## config.mk

```make
export PLATFORM = sky130hd
export DESIGN_NAME = alu_result_queue
export DESIGN_NICKNAME = d
export VERILOG_FILES = /design/src/rtl/alu_result_queue.sv
export SDC_FILE = /design/constraint.sdc
export NUM_CORES = 1
export LEC_CHECK = 0
export ABC_CLOCK_PERIOD_IN_PS = 4750
export CORE_MARGIN = 2
export CORE_UTILIZATION = 39
export DETAILED_ROUTE_END_ITERATION = 12
export SETUP_SLACK_MARGIN = 0.3
export SLEW_MARGIN = 20
export SYNTH_ARGS = -nofsm -noshare
export SYNTH_HDL_FRONTEND = slang
export SYNTH_SLANG_ARGS = --single-unit
```

## constraint.sdc

```tcl
create_clock -name clk -period 4.75 [get_ports clk]
set_input_delay 0.95 -clock clk [delete_from_list [all_inputs] [get_ports clk]]
set_output_delay 0.95 -clock clk [all_outputs]
set_load 0.02 [all_outputs]
```

## src/rtl/alu_result_queue.sv

```systemverilog
// Registered result queue behind the shift ALU: captures {result, opcode} into a
// DEPTH-entry FIFO with valid/ready on both sides. Optional head flags: `ALU_RESULT_FLAGS_EN.
module alu_result_queue #(
  parameter int WIDTH = 16,
  parameter int DEPTH = 4,
  parameter int CW    = $clog2(DEPTH + 1)
) (
  input  logic             clk,
  input  logic             rst_n,
  input  logic             in_valid,
  output logic             in_ready,
  input  logic [WIDTH-1:0] in_result,
  input  logic [3:0]       in_opcode,
  output logic             out_valid,
  input  logic             out_ready,
  output logic [WIDTH-1:0] out_result,
  output logic [3:0]       out_opcode,
  output logic             out_zero,
  output logic             out_neg,
  output logic [CW-1:0]    count
);

  localparam int AW = $clog2(DEPTH);

  logic [WIDTH-1:0] mem_result [DEPTH];
  logic [3:0]       mem_opcode [DEPTH];
  logic [AW-1:0]    wp;
  logic [AW-1:0]    rp;
  logic             push;
  logic             pop;

  // Ready depends only on registered occupancy, so a same-cycle pop never frees a slot.
  assign in_ready  = (count != CW'(DEPTH));
  assign out_valid = (count != '0);
  assign push      = in_valid && in_ready;
  assign pop       = out_valid && out_ready;

  always_ff @(posedge clk) begin
    if (!rst_n) begin
      wp         <= '0;
      rp         <= '0;
      count      <= '0;
      mem_result <= '{default: '0};
      mem_opcode <= '{default: '0};
    end else begin
      if (push) begin
        mem_result[wp] <= in_result;
        mem_opcode[wp] <= in_opcode;
        wp             <= wp + 1'b1;
      end
      if (pop) begin
        rp <= rp + 1'b1;
      end
      case ({push, pop})
        2'b10:   count <= count + 1'b1;
        2'b01:   count <= count - 1'b1;
        default: count <= count;
      endcase
    end
  end

  assign out_result = mem_result[rp];
  assign out_opcode = mem_opcode[rp];

`ifdef ALU_RESULT_FLAGS_EN
  logic mem_zero [DEPTH];
  logic mem_neg  [DEPTH];

  always_ff @(posedge clk) begin
    if (!rst_n) begin
      mem_zero <= '{default: 1'b0};
      mem_neg  <= '{default: 1'b0};
    end else if (push) begin
      mem_zero[wp] <= (in_result == '0);
      mem_neg[wp]  <= in_result[WIDTH-1];
    end
  end

  assign out_zero = mem_zero[rp];
  assign out_neg  = mem_neg[rp];
`else
  assign out_zero = 1'b0;
  assign out_neg  = 1'b0;
`endif

endmodule
```

==> results of run 1 <==
==> cell type report <==
class / count / area (um2)
Multi-Input combinational cell: 236 / 1920
Clock buffer: 10 / 128
Tap cell: 133 / 166
Clock inverter: 6 / 70.1
Inverter: 6 / 22.5
Timing Repair Buffer: 51 / 500
Sequential cell: 87 / 1740
Fill cell: 961 / 5270
==> cells in the mapped netlist (2+ instances only) <==
cell	count	area [um2]
inv_1	6	22.5
nand2_1	104	390
clkbuf_1	12	45.0
dfxtp_1	87	1740
o21ai_0	2	10.0
and3_4	4	45.0
buf_6	5	56.3
buf_4	2	15.0
or3_1	2	12.5
mux4_2	20	450
xnor2_1	3	26.3
mux2i_1	81	811
buf_2	3	15.0
and2_1	4	25.0
buf_12	8	160
ha_1	5	62.6
==> layer usage <==
metal	vias up	track usage, %
met5	-	0
met4	0	3.71
met3	7	4.49
met2	42	25.0
met1	1252	19.3
li1	1281	-
==> critical path, delay by kind of cell, from the launching register on <==
kind,cells,cell delay [ns]
multiplexers,1,0.52
buffers and inverters,2,0.91
flip-flops,1,0.66
==> registers in the layout, indices dropped and copies added (netlist names) <==
name and count:
count 3, mem_opcode 16, mem_result 64, rp 2, wp 2
==> power by group through the flow <==
stage	Sequential (mW)	Combinational (mW)	Clock (mW)
global placement	0.880	0.586	0
CTS	0.863	0.597	0.530
detailed placement	0.880	0.595	0
global route	0.875	0.634	0.561
finish	0.862	0.585	0.513
floorplan	0.865	0.446	0
==> cells by family after synthesis <==
family	count (synthesis)	share of synthesized area [%]
XOR/XNOR	4	0.881
buffers and inverters	37	7.99
adder cells (fa/ha/maj)	6	2.08
other	1	0.0943
AND/OR/NAND/NOR	117	12.4
AO/OA/AOI/OAI	6	1.01
multiplexers	101	31.7
flip-flops	87	43.8
==> worst paths after layout <==
path | from | end | slack [ns] | cells past startpoint
worst max register to register | count[2]$_SDFFE_PN0P_ | count[2]$_SDFFE_PN0P_ | 2.25 | 9
worst min register to register | mem_result[28]$_SDFFE_PN0P_ | mem_result[28]$_SDFFE_PN0P_ | 0.46 | 2
worst min-delay path | mem_result[28]$_SDFFE_PN0P_ | mem_result[28]$_SDFFE_PN0P_ | 0.46 | 2
worst max-delay path | rp[1]$_SDFFE_PN0P_ | out_result[0] | 1.37 | 3
==> results.md, run 1 <==
- Outcome: finished clean
- Full die area: 0.0110 mm2
- Most common cell after layout, fill and taps aside: nand2_1
- Gate Count Post-Synth: 359
- Post-cts hold buffer count: 0
- Core outline area: 0.00982 mm2
- Number of global-route vias before repair: 2663
- Max-slew violation count: 0
- ANT nets after route: 0
- Setup WS pre-CTS: 1.71 ns
- LEAKAGE: 1.58 nW
- EDFF count, synth: 0
- # nets final: 421
- Max Root-Sink Buffers: 2
- Num ports: 51
- Cell Area, Placed: 0.00435 mm2
- Setup TNS Final: 0 ns
- Placed wire-length estimate: 5000 um
- Initial core utilization: 40.5%
- Via density: 4.88
- Uppermost layer routed: met4
- Seq cells post-synth: 87
- Max Fclk: 296 MHz
- Gr usage total: 15.1%
- MaxCap Viol Count: 0
- Hold_ws: 0.456 ns
- Antenna diodes: 0
- Min cycle time layout: 3.38 ns
- Hold Path Class: reg2reg
- Finished Cell Area: 0.00455 mm2
- Drt initial violations: 63
- Dominant synthesized flop cell: dfxtp_1
- Final WL: 7900 um
- DR vias: 2582
- Fin. Hold Viols: 0
- Kind of critical path: reg2out
- Rel. slew slack: 40.4%
- Antenna violations before repair: 0
- Cell Count, Final, Fillers Out: 529
- Slowest stage delay, CP: 0.66 ns
- GRT Residual Overflow: 0
- Port bufs: 48
- WP data arrival: 2.43 ns
- CP max stage cell: dfxtp_1
- Wire length per cell: 14.9 um
- Required time worst endpoint: 3.80 ns
- Inst Count DP: 513
- Sinks on Clock Net: 87
- Final-report setup violation count: 0
- Worst vdd ir: 0.253 mV
- Sequential area share after synthesis: 43.8%
- Clock share of power: 26.2%
- Die Width: 105 um
- Switching share of power: 31.4%
- Met3 routed WL: 291 um
- Share of cells above drive strength 1: 10.9%
- Pint: 1.34 mW
- Async SR Flop Fraction: 0%
- CTS tree: done
- DRC violations left: 0
- Post-CTS Setup Inserts: 0
- Actual slew at the worst max-slew pin: 0.893 ns
- Ys Warns: 0
- P_sw: 0.616 mW
- First-pass GRT wire length: 13300 um
- Worst-Skew Late Latency: 0.36 ns
- Area grow syn2layout: 14.4%
- Clock skew: 0.0105 ns
- Pre-antenna DRT Iters: 4
- Combinational Power Share: 29.8%
- Part of the cycle the worst path needs: 71.2%
- Final WS setup: 1.37 ns
- Most frequent cells in the layout: nand2_1 (104), dfxtp_1 (87), mux2i_1 (81)
- RSZ-0062 raised after global routing: no
- Startpoint Class: flop
- CP Capture Type: output pin
- CTS H-tree lvls: 3
- WL met2: 3840 um
- Overall Power: 1.96 mW
- Syn_area_per_cell: 11.1 um2
- Die H: 105 um
- WL met1: 3710 um
- Post-cts sizing count: 0
- CP Cell Sequence: buf_4 > mux4_2 > clkdlybuf4s50_1
- Top fanout value on the critical path: 13
- Netlist cell types: 27
- Root Driver: clkbuf_8
- Cell Rows: 36
- Largest net degree at the start of global routing: 92
- Synthesized area: 0.00398 mm2
- Sequential share of power: 44.0%
- GP Congestion: 0.751
- Pwr dens: 431 mW/mm2
- Total CTS buffers: 9
- Clock slew at reported path FFs: 0.08 ns
- Post-layout util: 46.3%
(Power assumes the default switching activity.)
==> inputs of run 2 (changes only) <==
--- a/config.mk
+++ b/config.mk
@@ -5,7 +5,7 @@
 export SDC_FILE = /design/constraint.sdc
 export NUM_CORES = 1
 export LEC_CHECK = 0
-export ABC_CLOCK_PERIOD_IN_PS = 4750
+export ABC_CLOCK_PERIOD_IN_PS = 3300
 export CORE_MARGIN = 2
 export CORE_UTILIZATION = 39
 export DETAILED_ROUTE_END_ITERATION = 12
==> constraint.sdc (replaced) <==
create_clock -name clk -period 3.3 [get_ports clk]
set_input_delay 0.66 -clock clk [delete_from_list [all_inputs] [get_ports clk]]
set_output_delay 0.66 -clock clk [all_outputs]
set_load 0.02 [all_outputs]
==> results.md, run 2 (same netlist as run 1, synthesis figures left out) <==
- CP Cell Sequence: buf_12 > mux4_2 > clkdlybuf4s50_1
- Required time worst endpoint: 2.64 ns (-1.16 ns)
- Final WS setup: 0.502 ns (-0.866 ns)
- Max-slew violation count: 0 (unchanged)
- Max Fclk: 357 MHz
- MaxCap Viol Count: 0 (unchanged)
- First-pass GRT wire length: 13000 um (-1.9%)
- Max Root-Sink Buffers: 2 (unchanged)
- Antenna violations before repair: 0 (unchanged)
- Final-report setup violation count: 0 (unchanged)
- Wire length per cell: 14.7 um (-1.6%)
- Overall Power: 2.89 mW (+48%)
- Antenna diodes: 0 (unchanged)
- Via density: 4.88 (about the same)
- Setup WS pre-CTS: 0.535 ns (-1.17 ns)
- Reg2reg path depth: 9 (unchanged)
- Most frequent cells in the layout: nand2_1 (104), dfxtp_1 (87), mux2i_1 (81)
- Cell Rows: 36 (unchanged)
- DR vias: 2589 (+0.27%)
- DRC violations left: 0 (unchanged)
- Worst vdd ir: 0.327 mV (+29%)
- Top fanout value on the critical path: 20 (+7)
- R2R Path Start: count[2]$_SDFFE_PN0P_
- Crit Reg-Reg Endpoint: count[2]$_SDFFE_PN0P_
- Min cycle time layout: 2.80 ns
- GP Congestion: 0.728 (-3.0%)
- Hold Path Class: reg2reg
- Clock share of power: 27.0% (+0.8 points)
- LEAKAGE: 1.61 nW (+1.8%)
- Startpoint Class: flop
- Switching share of power: 31.5% (+0.080 points)
- Hold Path Cell Cnt: 2 (unchanged)
- Initial core utilization: 40.5% (unchanged)
- Min-delay src: mem_result[4]$_SDFFE_PN0P_
- Gr usage total: 14.9% (-0.24 points)
- Most common cell after layout, fill and taps aside: nand2_1
- WHS Endpoint: mem_result[4]$_SDFFE_PN0P_
- Pre-antenna DRT Iters: 4 (unchanged)
- Worst-Skew Late Latency: 0.36 ns (about the same)
- Max FFs per register: 64 (unchanged)
- Number of global-route vias before repair: 2691 (+1.1%)
- Post-cts sizing count: 0 (unchanged)
- Full die area: 0.0110 mm2 (unchanged)
- Pwr dens: 629 mW/mm2 (+46%)
- Fin. Hold Viols: 0 (unchanged)
- Sinks on Clock Net: 87 (unchanged)
- Kind of critical path: reg2out
- CTS H-tree lvls: 3 (unchanged)
- Placed wire-length estimate: 4850 um (-3.0%)
- Largest net degree at the start of global routing: 69 (-25%)
- Setup TNS Final: 0 ns (unchanged)
- Root Driver: clkbuf_8
- ANT nets after route: 0 (unchanged)
- Die H: 105 um (unchanged)
- Biggest regs: mem_result: 64 flops, mem_opcode: 16 flops, count: 3 flops
- Drt initial violations: 80 (+27%)
- Post-CTS Setup Inserts: 0 (unchanged)
- Inst Count DP: 514 (+0.19%)
- Share of cells above drive strength 1: 11.3% (+0.48 points)
- Area grow syn2layout: 15.6%
- CP max stage cell: clkdlybuf4s50_1
- Port bufs: 48 (unchanged)
- Total CTS buffers: 9 (unchanged)
- # nets final: 422 (+0.24%)
- Reg2Reg Setup Slack: 0.78 ns (-1.47 ns)
- Biggest register: mem_result
- Pint: 1.98 mW (+47%)
- RSZ-0062 raised after global routing: no
- Part of the cycle the worst path needs: 84.8%
- Core outline area: 0.00982 mm2 (unchanged)
- Die Width: 105 um (unchanged)
- CTS tree: done
- Clock slew at reported path FFs: 0.09 ns (about the same)
- Sequential share of power: 42.3% (-1.7 points)
- Filler cells: 954 (-0.73%)
- Cell Count, Final, Fillers Out: 530 (+0.19%)
- Slowest stage delay, CP: 0.57 ns (-0.09 ns)
- Final WL: 7790 um (-1.4%)
- Clock skew: 0.0104 ns (-0.0000905 ns)
- CP Capture Type: output pin
- Num ports: 51 (unchanged)
- GRT Residual Overflow: 0 (unchanged)
- Post-cts hold buffer count: 0 (unchanged)
- Combinational Power Share: 30.7% (+0.9 points)
- WP data arrival: 2.14 ns (-0.29 ns)
- Outcome: finished clean
- P_sw: 0.912 mW (+48%)
==> run 2: cell types whose count changed in the layout (fill, tap and decap cells not counted) <==
cell and delta:
clkinv_4 +2, inv_6 +1, buf_4 -1, buf_12 +2
clkinvlp_4 -2, clkbuf_8 +1, clkinv_2 -1, clkbuf_1 -1
==> run 2: layer usage <==
metal,wire (um),global-route usage (%),vias up
met3,294,4.18,8
met5,0,0,-
met1,3670,18.4,1264
met2,3740,24.9,36
met4,87,5.14,0
li1,-,-,1281
==> run 2: worst max-delay path by stage <==
stage / slack (ns) / to / cells past startpoint / startpoint
floorplan: 0.82 / count[2]$_SDFFE_PN0P_ / 10 / count[2]$_SDFFE_PN0P_
global placement: 0.62 / count[2]$_SDFFE_PN0P_ / 9 / in_valid
detailed placement: 0.54 / count[2]$_SDFFE_PN0P_ / 9 / in_valid
CTS: 0.48 / out_opcode[3] / 3 / rp[0]$_SDFFE_PN0P_
global route: 0.43 / out_opcode[3] / 3 / rp[0]$_SDFFE_PN0P_
finish: 0.50 / out_opcode[3] / 3 / rp[0]$_SDFFE_PN0P_
==> run 2: final cells by class <==
cell class | count | area, um2 | area share [%]
flip-flops and latches | 87 | 1740 | 37.9
multi-input cells | 236 | 1920 | 41.8
repair buffers | 52 | 533 | 11.6
inverters | 6 | 22.5 | 0.490
clock buffers | 10 | 138 | 2.99
clock inverters | 6 | 76.3 | 1.66
well taps | 133 | 166 | 3.62
==> run 2: stage by stage <==
| step | util (%) | hold WS [ns] | instance area, um2 |
|---|---|---|---|
| 5_1_grt | 46.8 | 0.475 | 4600 |
| 4_1_cts | 46.8 | 0.461 | 4600 |
| 3_5_place_dp | 44.6 | 0.444 | 4380 |
| 2_1_floorplan | - | 0.432 | 3980 |
| 3_3_place_gp | 44.6 | 0.439 | 4380 |
| 6_report | 46.8 | 0.460 | 4600 |
==> run 2: worst max-delay path, delay by kind of cell (launching register included) <==
| kind | cells | cell delay, ns |
|---|---|---|
| DFF | 1 | 0.44 |
| buffers and inverters | 2 | 0.80 |
| muxes | 1 | 0.54 |
==> run 2: power groups by stage <==
stage	Combinational [mW]	Clock [mW]	Sequential [mW]
floorplan	0.642	0	1.25
global placement	0.893	0	1.24
detailed placement	0.906	0	1.25
CTS	0.907	0.809	1.22
global route	0.962	0.847	1.24
finish	0.889	0.781	1.22
==> inputs of run 3 (changes only) <==
--- a/config.mk
+++ b/config.mk
@@ -5,7 +5,7 @@
 export SDC_FILE = /design/constraint.sdc
 export NUM_CORES = 1
 export LEC_CHECK = 0
-export ABC_CLOCK_PERIOD_IN_PS = 3300
+export ABC_CLOCK_PERIOD_IN_PS = 2700
 export CORE_MARGIN = 2
 export CORE_UTILIZATION = 39
 export DETAILED_ROUTE_END_ITERATION = 12
==> constraint.sdc (replaced) <==
create_clock -name clk -period 2.7 [get_ports clk]
set_input_delay 0.54 -clock clk [delete_from_list [all_inputs] [get_ports clk]]
set_output_delay 0.54 -clock clk [all_outputs]
set_load 0.02 [all_outputs]
==> results.md, run 3 (same netlist as run 1, synthesis figures left out) <==
- Pre-antenna DRT Iters: 4 (unchanged)
- Post-cts hold buffer count: 0 (unchanged)
- Worst-Skew Late Latency: 0.34 ns (-0.02 ns)
- RSZ-0062 raised after global routing: yes
- Biggest regs: mem_result: 64 flops, mem_opcode: 16 flops, count: 3 flops
- Part of the cycle the worst path needs: 86.2%
- ANT nets after route: 0 (unchanged)
- Most frequent cells in the layout: nand2_1 (104), dfxtp_1 (83), mux2i_1 (81)
- CTS tree: done
- Startpoint Class: flop
- Required time worst endpoint: 2.16 ns (-0.48 ns)
- Clock slew at reported path FFs: 0.08 ns (about the same)
- Share of cells above drive strength 1: 15.0% (+3.7 points)
- Worst vdd ir: 0.399 mV (+22%)
- Inst Count DP: 516 (+0.39%)
- Wire length per cell: 14.9 um (+1.5%)
- Setup TNS Final: 0 ns (unchanged)
- Slowest stage delay, CP: 0.52 ns (-0.05 ns)
- # nets final: 426 (+0.95%)
- CP Capture Point: out_result[13]
- Post-layout util: 46.7% (-0.11 points)
- Antenna diodes: 0 (unchanged)
- R2R Path Start: count[0]$_SDFFE_PN0P_
- Reg2reg path depth: 9 (unchanged)
- Max-slew violation count: 0 (unchanged)
- Hold_ws: 0.455 ns (-0.00494 ns)
- Kind of critical path: reg2out
- Outcome: finished clean
- CTS H-tree lvls: 3 (unchanged)
- Die Width: 105 um (unchanged)
- Max Fclk: 430 MHz
- Min-delay src: mem_result[6]$_SDFFE_PN0P_
- Cell Rows: 36 (unchanged)
- Hold Path Class: reg2reg
- Drt initial violations: 123 (+54%)
- Placed wire-length estimate: 4870 um (+0.42%)
- Multi-input gate area: 0.00193 mm2 (+0.26%)
- Final WL: 7960 um (+2.1%)
- Filler cells: 965 (+1.2%)
- CP Launch Point: rp[0]$_SDFFE_PN0P_
- FF/Latch Area: 0.00175 mm2 (+0.57%)
- Biggest register: mem_result
- Most common cell after layout, fill and taps aside: nand2_1
- First-pass GRT wire length: 13500 um (+3.5%)
- Sinks on Clock Net: 87 (unchanged)
- Clock skew: 0.00877 ns (-0.00162 ns)
- Cell Area, Placed: 0.00441 mm2 (+0.68%)
- DRC violations left: 0 (unchanged)
- GP Congestion: 0.731 (+0.41%)
- Fin. Hold Viols: 0 (unchanged)
- Pwr dens: 741 mW/mm2 (+18%)
- WP data arrival: 1.79 ns (-0.35 ns)
- CP Cell Sequence: buf_12 > mux4_2 > dlygate4sd2_1
- GRT Residual Overflow: 0 (unchanged)
- Cell Count, Final, Fillers Out: 533 (+0.57%)
- Max FFs per register: 64 (unchanged)
- Overall Power: 3.40 mW (+18%)
- MaxCap Viol Count: 0 (unchanged)
- LEAKAGE: 1.68 nW (+4.6%)
- Core outline area: 0.00982 mm2 (unchanged)
- Full die area: 0.0110 mm2 (unchanged)
- Initial core utilization: 40.5% (unchanged)
- Antenna violations before repair: 0 (unchanged)
- Max Root-Sink Buffers: 2 (unchanged)
- Die H: 105 um (unchanged)
- Finished Cell Area: 0.00459 mm2 (-0.24%)
- Crit Reg-Reg Endpoint: count[2]$_SDFFE_PN0P_
- Area grow syn2layout: 15.4%
- Reg2Reg Setup Slack: 0.40 ns (-0.38 ns)
- Final-report setup violation count: 0 (unchanged)
- CP Capture Type: output pin
- Setup WS pre-CTS: 0.158 ns (-0.377 ns)
- Via density: 4.83 (-1.2%)
- Largest net degree at the start of global routing: 61 (-12%)
- Total CTS buffers: 9 (unchanged)
- CP max stage cell: mux4_2
- Final WS setup: 0.373 ns (-0.130 ns)
- Port bufs: 48 (unchanged)
- Min cycle time layout: 2.33 ns
- Root Driver: clkbuf_8
- DR vias: 2573 (-0.62%)
- Gr usage total: 15.5% (+0.58 points)
- Num ports: 51 (unchanged)
- Top fanout value on the critical path: 10 (-50%)
- Number of global-route vias before repair: 2671 (-0.74%)
## run 3: changes by cell type in the layout (fill, tap and decap cells not counted), moves of 3 or more
cell,delta
buf_2,+3
clkinv_2,+3
dlygate4sd2_1,+13
dfxtp_1,-4
clkdlybuf4s50_1,-20
clkinv_4,-3
## run 3: worst min-delay path by stage
stage | slack (ns) | end | depth (start not counted)
after floorplan | 0.43 | mem_opcode[4]$_SDFFE_PN0P_ | 2
after global placement | 0.44 | mem_result[17]$_SDFFE_PN0P_ | 2
after detailed placement | 0.45 | mem_result[31]$_SDFFE_PN0P_ | 2
after CTS | 0.46 | mem_result[6]$_SDFFE_PN0P_ | 2
after global routing | 0.47 | mem_opcode[13]$_SDFFE_PN0P_ | 2
final | 0.46 | mem_result[6]$_SDFFE_PN0P_ | 2
## run 3: worst max-delay path: cells and delay by family (launching register included)
kind	cells	cell delay, ns
flops	1	0.42
mux	1	0.52
buf+inv	2	0.50
## run 3: area by class of cell
class	instances	share of cell area [%]
multi-input combinational	236	42.0
sequential	87	38.2
tap	133	3.63
clock inverter	4	0.491
clock buffer	11	3.08
inverter	6	0.491
timing repair buffer	56	12.1
## run 3: what timing repair did
item / 4_1_cts / 5_1_grt
gates cloned: 1 / 0
setup buffers: 0 / 1
setup endpoints to repair: 21 / 8
resized for setup: 35 / 10
## run 3: where the power goes
part / leakage (nW) / internal, mW / switching (mW)
combinational: 0.885 / 0.556 / 0.542
clock: 0.0850 / 0.350 / 0.437
sequential: 0.709 / 1.41 / 0.101
## run 3: layer usage
layer	up-vias	wire, um	global-route usage, %
met5	-	0	0
met1	1236	3900	21.0
met2	45	3650	23.7
met4	0	103	4.48
li1	1283	-	-
met3	9	309	4.68
